[config.mk]
export PLATFORM = sky130hd
export DESIGN_NAME = uart_rx_param
export DESIGN_NICKNAME = d
export VERILOG_FILES = /design/src/rtl/uart_pkg.sv /design/src/rtl/uart_bit_sampler.sv /design/src/rtl/uart_rx_param.sv
export SDC_FILE = /design/constraint.sdc
export NUM_CORES = 1
export LEC_CHECK = 0
export CORE_MARGIN = 2
export CORE_UTILIZATION = 60
export CTS_BUF_LIST = sky130_fd_sc_hd__clkbuf_8
export CTS_CLUSTER_SIZE = 8
export DETAILED_ROUTE_END_ITERATION = 10
export PLACE_DENSITY = 0.83
export SKIP_LAST_GASP = 1
export SYNTH_ARGS = -nofsm -noshare
export SYNTH_HDL_FRONTEND = slang
export SYNTH_SLANG_ARGS = --single-unit
[constraint.sdc]
create_clock -name CLKIN -period 5.5 [get_ports CLKIN]
set_input_delay 1.1 -clock CLKIN [delete_from_list [all_inputs] [get_ports CLKIN]]
set_output_delay 1.1 -clock CLKIN [all_outputs]
set_load 0.02 [all_outputs]
[src/rtl/uart_pkg.sv]
// Shared types and helpers for the parametrised UART receiver.
package uart_pkg;

  typedef enum logic [2:0] {
    ST_IDLE,
    ST_START,
    ST_DATA,
    ST_PARITY,
    ST_STOP,
    ST_DELIVER,
    ST_BREAK
  } uart_state_t;

  localparam int PARITY_NONE = 0;
  localparam int PARITY_EVEN = 1;
  localparam int PARITY_ODD  = 2;

  function automatic logic majority3(input logic a, input logic b, input logic c);
    return (a & b) | (a & c) | (b & c);
  endfunction

endpackage

[src/rtl/uart_bit_sampler.sv]
// Oversample tick counter with a 3-sample majority vote around the bit centre.
import uart_pkg::*;

module uart_bit_sampler #(
  parameter int OVERSAMPLE = 16
) (
  input  logic CLKIN,
  input  logic RESET,
  input  logic clock_enable,
  input  logic run,
  input  logic rxs,
  output logic bit_done,
  output logic bit_value
);

  localparam int CW = $clog2(OVERSAMPLE);
  localparam logic [CW-1:0] CNT_LAST = CW'(OVERSAMPLE - 1);
  localparam logic [CW-1:0] SAMP_A   = CW'(OVERSAMPLE / 2 - 2);
  localparam logic [CW-1:0] SAMP_B   = CW'(OVERSAMPLE / 2 - 1);
  localparam logic [CW-1:0] SAMP_C   = CW'(OVERSAMPLE / 2);

  logic [CW-1:0] cnt_reg;
  logic [CW-1:0] cnt_next;
  logic          samp_a_reg;
  logic          samp_b_reg;

  // cnt_next is the offset of the current tick from the start-bit detection tick
  assign cnt_next = (cnt_reg == CNT_LAST) ? '0 : cnt_reg + 1'b1;

  always_ff @(posedge CLKIN or posedge RESET) begin
    if (RESET) begin
      cnt_reg    <= '0;
      samp_a_reg <= 1'b1;
      samp_b_reg <= 1'b1;
    end else if (!run) begin
      cnt_reg <= '0;
    end else if (clock_enable) begin
      cnt_reg <= cnt_next;
      if (cnt_next == SAMP_A) samp_a_reg <= rxs;
      if (cnt_next == SAMP_B) samp_b_reg <= rxs;
    end
  end

  // The third sample is the live line value on the closing tick
  assign bit_done  = run && clock_enable && (cnt_next == SAMP_C);
  assign bit_value = majority3(samp_a_reg, samp_b_reg, rxs);

endmodule

[src/rtl/uart_rx_param.sv]
// Parametrised UART receiver: frame FSM, shift register and held valid/ready output.
import uart_pkg::*;

module uart_rx_param #(
  parameter int DATA_BITS  = 8,
  parameter int OVERSAMPLE = 16,
  parameter int PARITY     = 0,
  parameter int STOP_BITS  = 1
) (
  input  logic                 CLKIN,
  input  logic                 RESET,
  input  logic                 clock_enable,
  input  logic                 rx,
  output logic [DATA_BITS-1:0] data,
  output logic                 valid,
  input  logic                 ready,
  output logic                 parity_error,
  output logic                 framing_error,
  output logic                 overrun,
  output logic                 busy
);

  localparam int IW = $clog2(DATA_BITS + 1);
  localparam logic [IW-1:0] LAST_IDX  = IW'(DATA_BITS - 1);
  localparam logic          LAST_STOP = 1'(STOP_BITS - 1);
  localparam logic          ODD_FLIP  = (PARITY == PARITY_ODD);

  logic                 rx_meta_reg;
  logic                 rxs_reg;
  uart_state_t          state_reg;
  logic [DATA_BITS-1:0] shift_reg;
  logic [IW-1:0]        bit_idx_reg;
  logic                 stop_idx_reg;
  logic                 par_err_reg;
  logic                 frm_err_reg;
  logic [DATA_BITS-1:0] data_reg;
  logic                 valid_reg;
  logic                 perr_out_reg;
  logic                 ferr_out_reg;
  logic                 overrun_reg;
  logic                 run;
  logic                 bit_done;
  logic                 bit_value;

  always_ff @(posedge CLKIN or posedge RESET) begin
    if (RESET) begin
      rx_meta_reg <= 1'b1;
      rxs_reg     <= 1'b1;
    end else begin
      rx_meta_reg <= rx;
      rxs_reg     <= rx_meta_reg;
    end
  end

  assign run = (state_reg == ST_START) || (state_reg == ST_DATA) ||
               (state_reg == ST_PARITY) || (state_reg == ST_STOP);

  uart_bit_sampler #(
    .OVERSAMPLE(OVERSAMPLE)
  ) u_sampler (
    .CLKIN       (CLKIN),
    .RESET       (RESET),
    .clock_enable(clock_enable),
    .run         (run),
    .rxs         (rxs_reg),
    .bit_done    (bit_done),
    .bit_value   (bit_value)
  );

  always_ff @(posedge CLKIN or posedge RESET) begin
    if (RESET) begin
      state_reg    <= ST_IDLE;
      shift_reg    <= '0;
      bit_idx_reg  <= '0;
      stop_idx_reg <= 1'b0;
      par_err_reg  <= 1'b0;
      frm_err_reg  <= 1'b0;
      data_reg     <= '0;
      valid_reg    <= 1'b0;
      perr_out_reg <= 1'b0;
      ferr_out_reg <= 1'b0;
      overrun_reg  <= 1'b0;
    end else begin
      overrun_reg <= 1'b0;
      if (valid_reg && ready) valid_reg <= 1'b0;

      case (state_reg)
        ST_IDLE: begin
          if (clock_enable && !rxs_reg) begin
            par_err_reg  <= 1'b0;
            frm_err_reg  <= 1'b0;
            stop_idx_reg <= 1'b0;
            state_reg    <= ST_START;
          end
        end
        ST_START: begin
          // The sampler counter already runs from the detection tick, so later
          // bits land on the same centre offset without further adjustment.
          if (bit_done) begin
            if (bit_value) begin
              state_reg <= ST_IDLE;
            end else begin
              bit_idx_reg <= '0;
              state_reg   <= ST_DATA;
            end
          end
        end
        ST_DATA: begin
          if (bit_done) begin
            shift_reg <= {bit_value, shift_reg[DATA_BITS-1:1]};
            if (bit_idx_reg == LAST_IDX) begin
              state_reg <= (PARITY == PARITY_NONE) ? ST_STOP : ST_PARITY;
            end else begin
              bit_idx_reg <= bit_idx_reg + 1'b1;
            end
          end
        end
        ST_PARITY: begin
          if (bit_done) begin
            par_err_reg <= (^shift_reg) ^ bit_value ^ ODD_FLIP;
            state_reg   <= ST_STOP;
          end
        end
        ST_STOP: begin
          // Leave right after the last centre sample to tolerate baud mismatch
          if (bit_done) begin
            if (!bit_value) frm_err_reg <= 1'b1;
            if (stop_idx_reg == LAST_STOP) begin
              state_reg <= ST_DELIVER;
            end else begin
              stop_idx_reg <= 1'b1;
            end
          end
        end
        ST_DELIVER: begin
          if (!valid_reg || ready) begin
            data_reg     <= shift_reg;
            perr_out_reg <= par_err_reg;
            ferr_out_reg <= frm_err_reg;
            valid_reg    <= 1'b1;
          end else begin
            overrun_reg <= 1'b1;
          end
          state_reg <= (frm_err_reg && (shift_reg == '0)) ? ST_BREAK : ST_IDLE;
        end
        ST_BREAK: begin
          if (clock_enable && rxs_reg) state_reg <= ST_IDLE;
        end
        default: state_reg <= ST_IDLE;
      endcase
    end
  end

  assign data          = data_reg;
  assign valid         = valid_reg;
  assign parity_error  = perr_out_reg;
  assign framing_error = ferr_out_reg;
  assign overrun       = overrun_reg;
  assign busy          = (state_reg != ST_IDLE);

endmodule

==> metrics.md <==
| Metric | Value |
|---|---|
| Run status | complete, no violations |
| Nets | 199 |
| Non-Filler Instances | 230 |
| Most common cell on crit path | nand2_1 |
| Leak | 1.09 nW |
| Hold-fix buffers, CTS | 0 |
| Core box area | 3030 µm² |
| Syn Nets | 182 |
| Die footprint | 3630 µm² |
| Worst path slowest cell | clkdlybuf4s50_1 |
| Critical path class | in -> reg |
| Synth-to-layout area growth | 16.3% |
| RSZ-0062 raised after global routing | no |
| I/O pins | 18 |
| Finished Cell Area | 2210 µm² |
| Critical Path RT | 5670 ps |
| Dpl cells | 222 |
| Pin count of the biggest net entering global routing | 38 |
| Synth area leader | dfrtp_1 |
| Syn. warnings | 0 |
| HPWL after detailed placement | 2.30 mm |
| ANT nets after route | 0 |
| CP Buf/Inv Count | 1 |
| GR Overflow Total | 0 |
| First-pass GRT wire length | 5.62 mm |
| 1st-pass router iterations | 5 |
| Post-Syn Instances | 168 |
| Synth async-reset ratio | 100% |
| Htree depth | 2 |
| CTS tree | done |
| Diodes inserted | 0 |
| GRT Total Usage | 21.6% |
| Drc violations | 0 |
| Clk slew on worst S/H paths | 70 ps |
| Iteration-0 DRC Markers | 80 |
| Initial Utilization | 62.7% |
| CP peak stage delay | 700 ps |
| Placed Instance Area | 2090 µm² |
| Register bit count reported by yosys | 37 |
| Period utilisation layout | 54.0% |
| Worst path arrival time | 3130 ps |
| Final min period | 2970 ps |
| Synth unique cells | 47 |
| Initial antenna violation count | 0 |
| Post-Syn Area | 1900 µm² |
| Worst Tran Pin Value | 886 ps |
| Setup TNS | 0 ps |
| CP top delay family | simple AND/OR/NAND/NOR gates |
| Maximum clock path buffer count | 2 |
| Final hold viol count | 0 |
| Slew HR | 40.8% |
| Min-delay worst type | reg -> reg |
| Buffers added on ports | 17 |
| Routed via count | 1275 |
| Vert. Die Dim | 60.2 µm |
| Top cells by area, synth | dfrtp_1, mux2_1, ha_1 |
| Ys flop type | dfrtp_1 |
| Routed WL | 3.34 mm |
| Clock Root Buffer | clkbuf_8 |
| Clk sinks | 37 |
| Max FO, Critical Path | 12 |
| Most frequent cells after synthesis | dfrtp_1, mux2_1, inv_1, nand2_1, nor2_1 |
| Pwr/cell area | 404 nW/µm² |
| Crit path cell chain | clkdlybuf4s50_1, and4_1, nand2_1, nand2_1, nand2b_1, mux2_1 |
| Final setup vio count | 0 |
| Worst vdd ir | 0.287 mV |
| Clk_lat worst skew | 290 ps |
| Via/cell ratio | 5.54 |
| Max Freq | 337 MHz |
| Die extent in x | 60.2 µm |
| Post-CTS Setup Bufs | 0 |
| Mean Syn Cell Area | 11.3 µm² |
| Area share of the largest cell type after synthesis | 43.5% |
| Share of post-route cells with drive strength above 1 | 9.68% |
| Post-synth EDFFs | 0 |
| Via count of the first global-routing pass | 1296 |
| Critical path launch point type | primary input |
| WL/cell | 14.5 µm |
| Setup crit end kind | register |
| Cell with the most instances after synthesis | dfrtp_1 |
| GP Congestion | 0.864 |
| PostCTS Resize Cnt | 0 |
| Pins Over Slew Limit | 0 |
| TritonCTS Buffers | 5 |
| Rows | 20 |
| Sequential element share of the synthesized area | 49.0% |
| Setup Skew | 8.07 ps |
| Max-cap violations | 0 |
==> cells by family after synthesis <==
family,share of synthesized area (%)
AOI/OAI and AO/OA,9.69
buffers and inverters,4.68
muxes,14.2
and+or+nand+nor,13.6
xor gates and xnor gates,2.31
adders and majority gates,6.46
DFF,49.0
==> where the power goes <==
group / internal [mW] / switching (mW) / total (mW)
Combinational: 0.130 / 0.127 / 0.257
Sequential: 0.331 / 0.0610 / 0.392
Clock: 0.147 / 0.0942 / 0.241
==> metal layers <==
metal  global-route usage, %  vias to the layer above  part of all wire [%]  wire length [µm]
met5                       0                        -                     0                 0
met3                    5.84                        4                   3.0                99
met2                    37.6                       18                    54              1810
li1                        -                      616                     -                 -
met4                    6.98                        0                  0.93                31
met1                    25.8                      637                    42              1400
==> worst paths after layout <==
path / start / endpoint / slack, ps / cells after the start
max: clock_enable / shift_reg[7] / 2530 / 6
min: rx_meta_reg / rxs_reg / 360 / 0
max reg2reg: u_sampler.cnt_reg[0] / shift_reg[7] / 3250 / 6
min reg2reg: rx_meta_reg / rxs_reg / 360 / 0
max in group asynchronous: RESET / rx_meta_reg / 3900 / 3
min in group asynchronous: RESET / u_sampler.cnt_reg[1] / 1250 / 3
==> cells in the final DEF, fill, tap and decap left out, types with 2 or more instances in the layout <==
cell	netlist	final
a21oi_1	3	3
and3b_1	2	2
clkbuf_8	0	6
clkdlybuf4s50_1	0	17
dfrtp_1	33	33
dfstp_2	4	4
ha_1	9	9
inv_1	12	12
mux2_1	15	15
mux2i_1	9	9
nand2_1	12	12
nand2b_1	4	4
nand3_1	4	4
nand3b_1	2	2
nor2_1	10	10
nor4b_1	2	2
o21ai_0	2	2
o21ai_1	4	4
o22ai_2	2	2
or3b_1	2	2
xnor2_1	3	3
xor2_1	2	2
==> worst reg2reg max path, cell delays in order, from the launching register on <==
cell      delay, ps
dfrtp_1         460
ha_1            310
nor2_1          150
nand4_1         170
nand2_1         260
nand2b_1        350
mux2_1          430
==> cell type report <==
| cell class | count | area [µm²] |
|---|---|---|
| inverters | 12 | 45.0 |
| well taps | 44 | 55.1 |
| clock inverters | 2 | 37.5 |
| clock buffers | 6 | 82.6 |
| fillers | 216 | 821 |
| flip-flops and latches | 37 | 931 |
| repair buffers | 18 | 178 |
| multi-input cells | 111 | 878 |
==> stage by stage <==
stage                     power [mW]  utilization, %  hold WS (ps)  setup WS (ps)
after floorplan                0.567               -           345           3240
after global placement         0.636            68.9           347           2380
after detailed placement       0.653            68.9           354           2260
after CTS                      0.899            72.9           365           2550
after global routing           0.945            72.9           367           2420
final                          0.891            72.9           363           2530
Power figures use the tool's default switching activity.
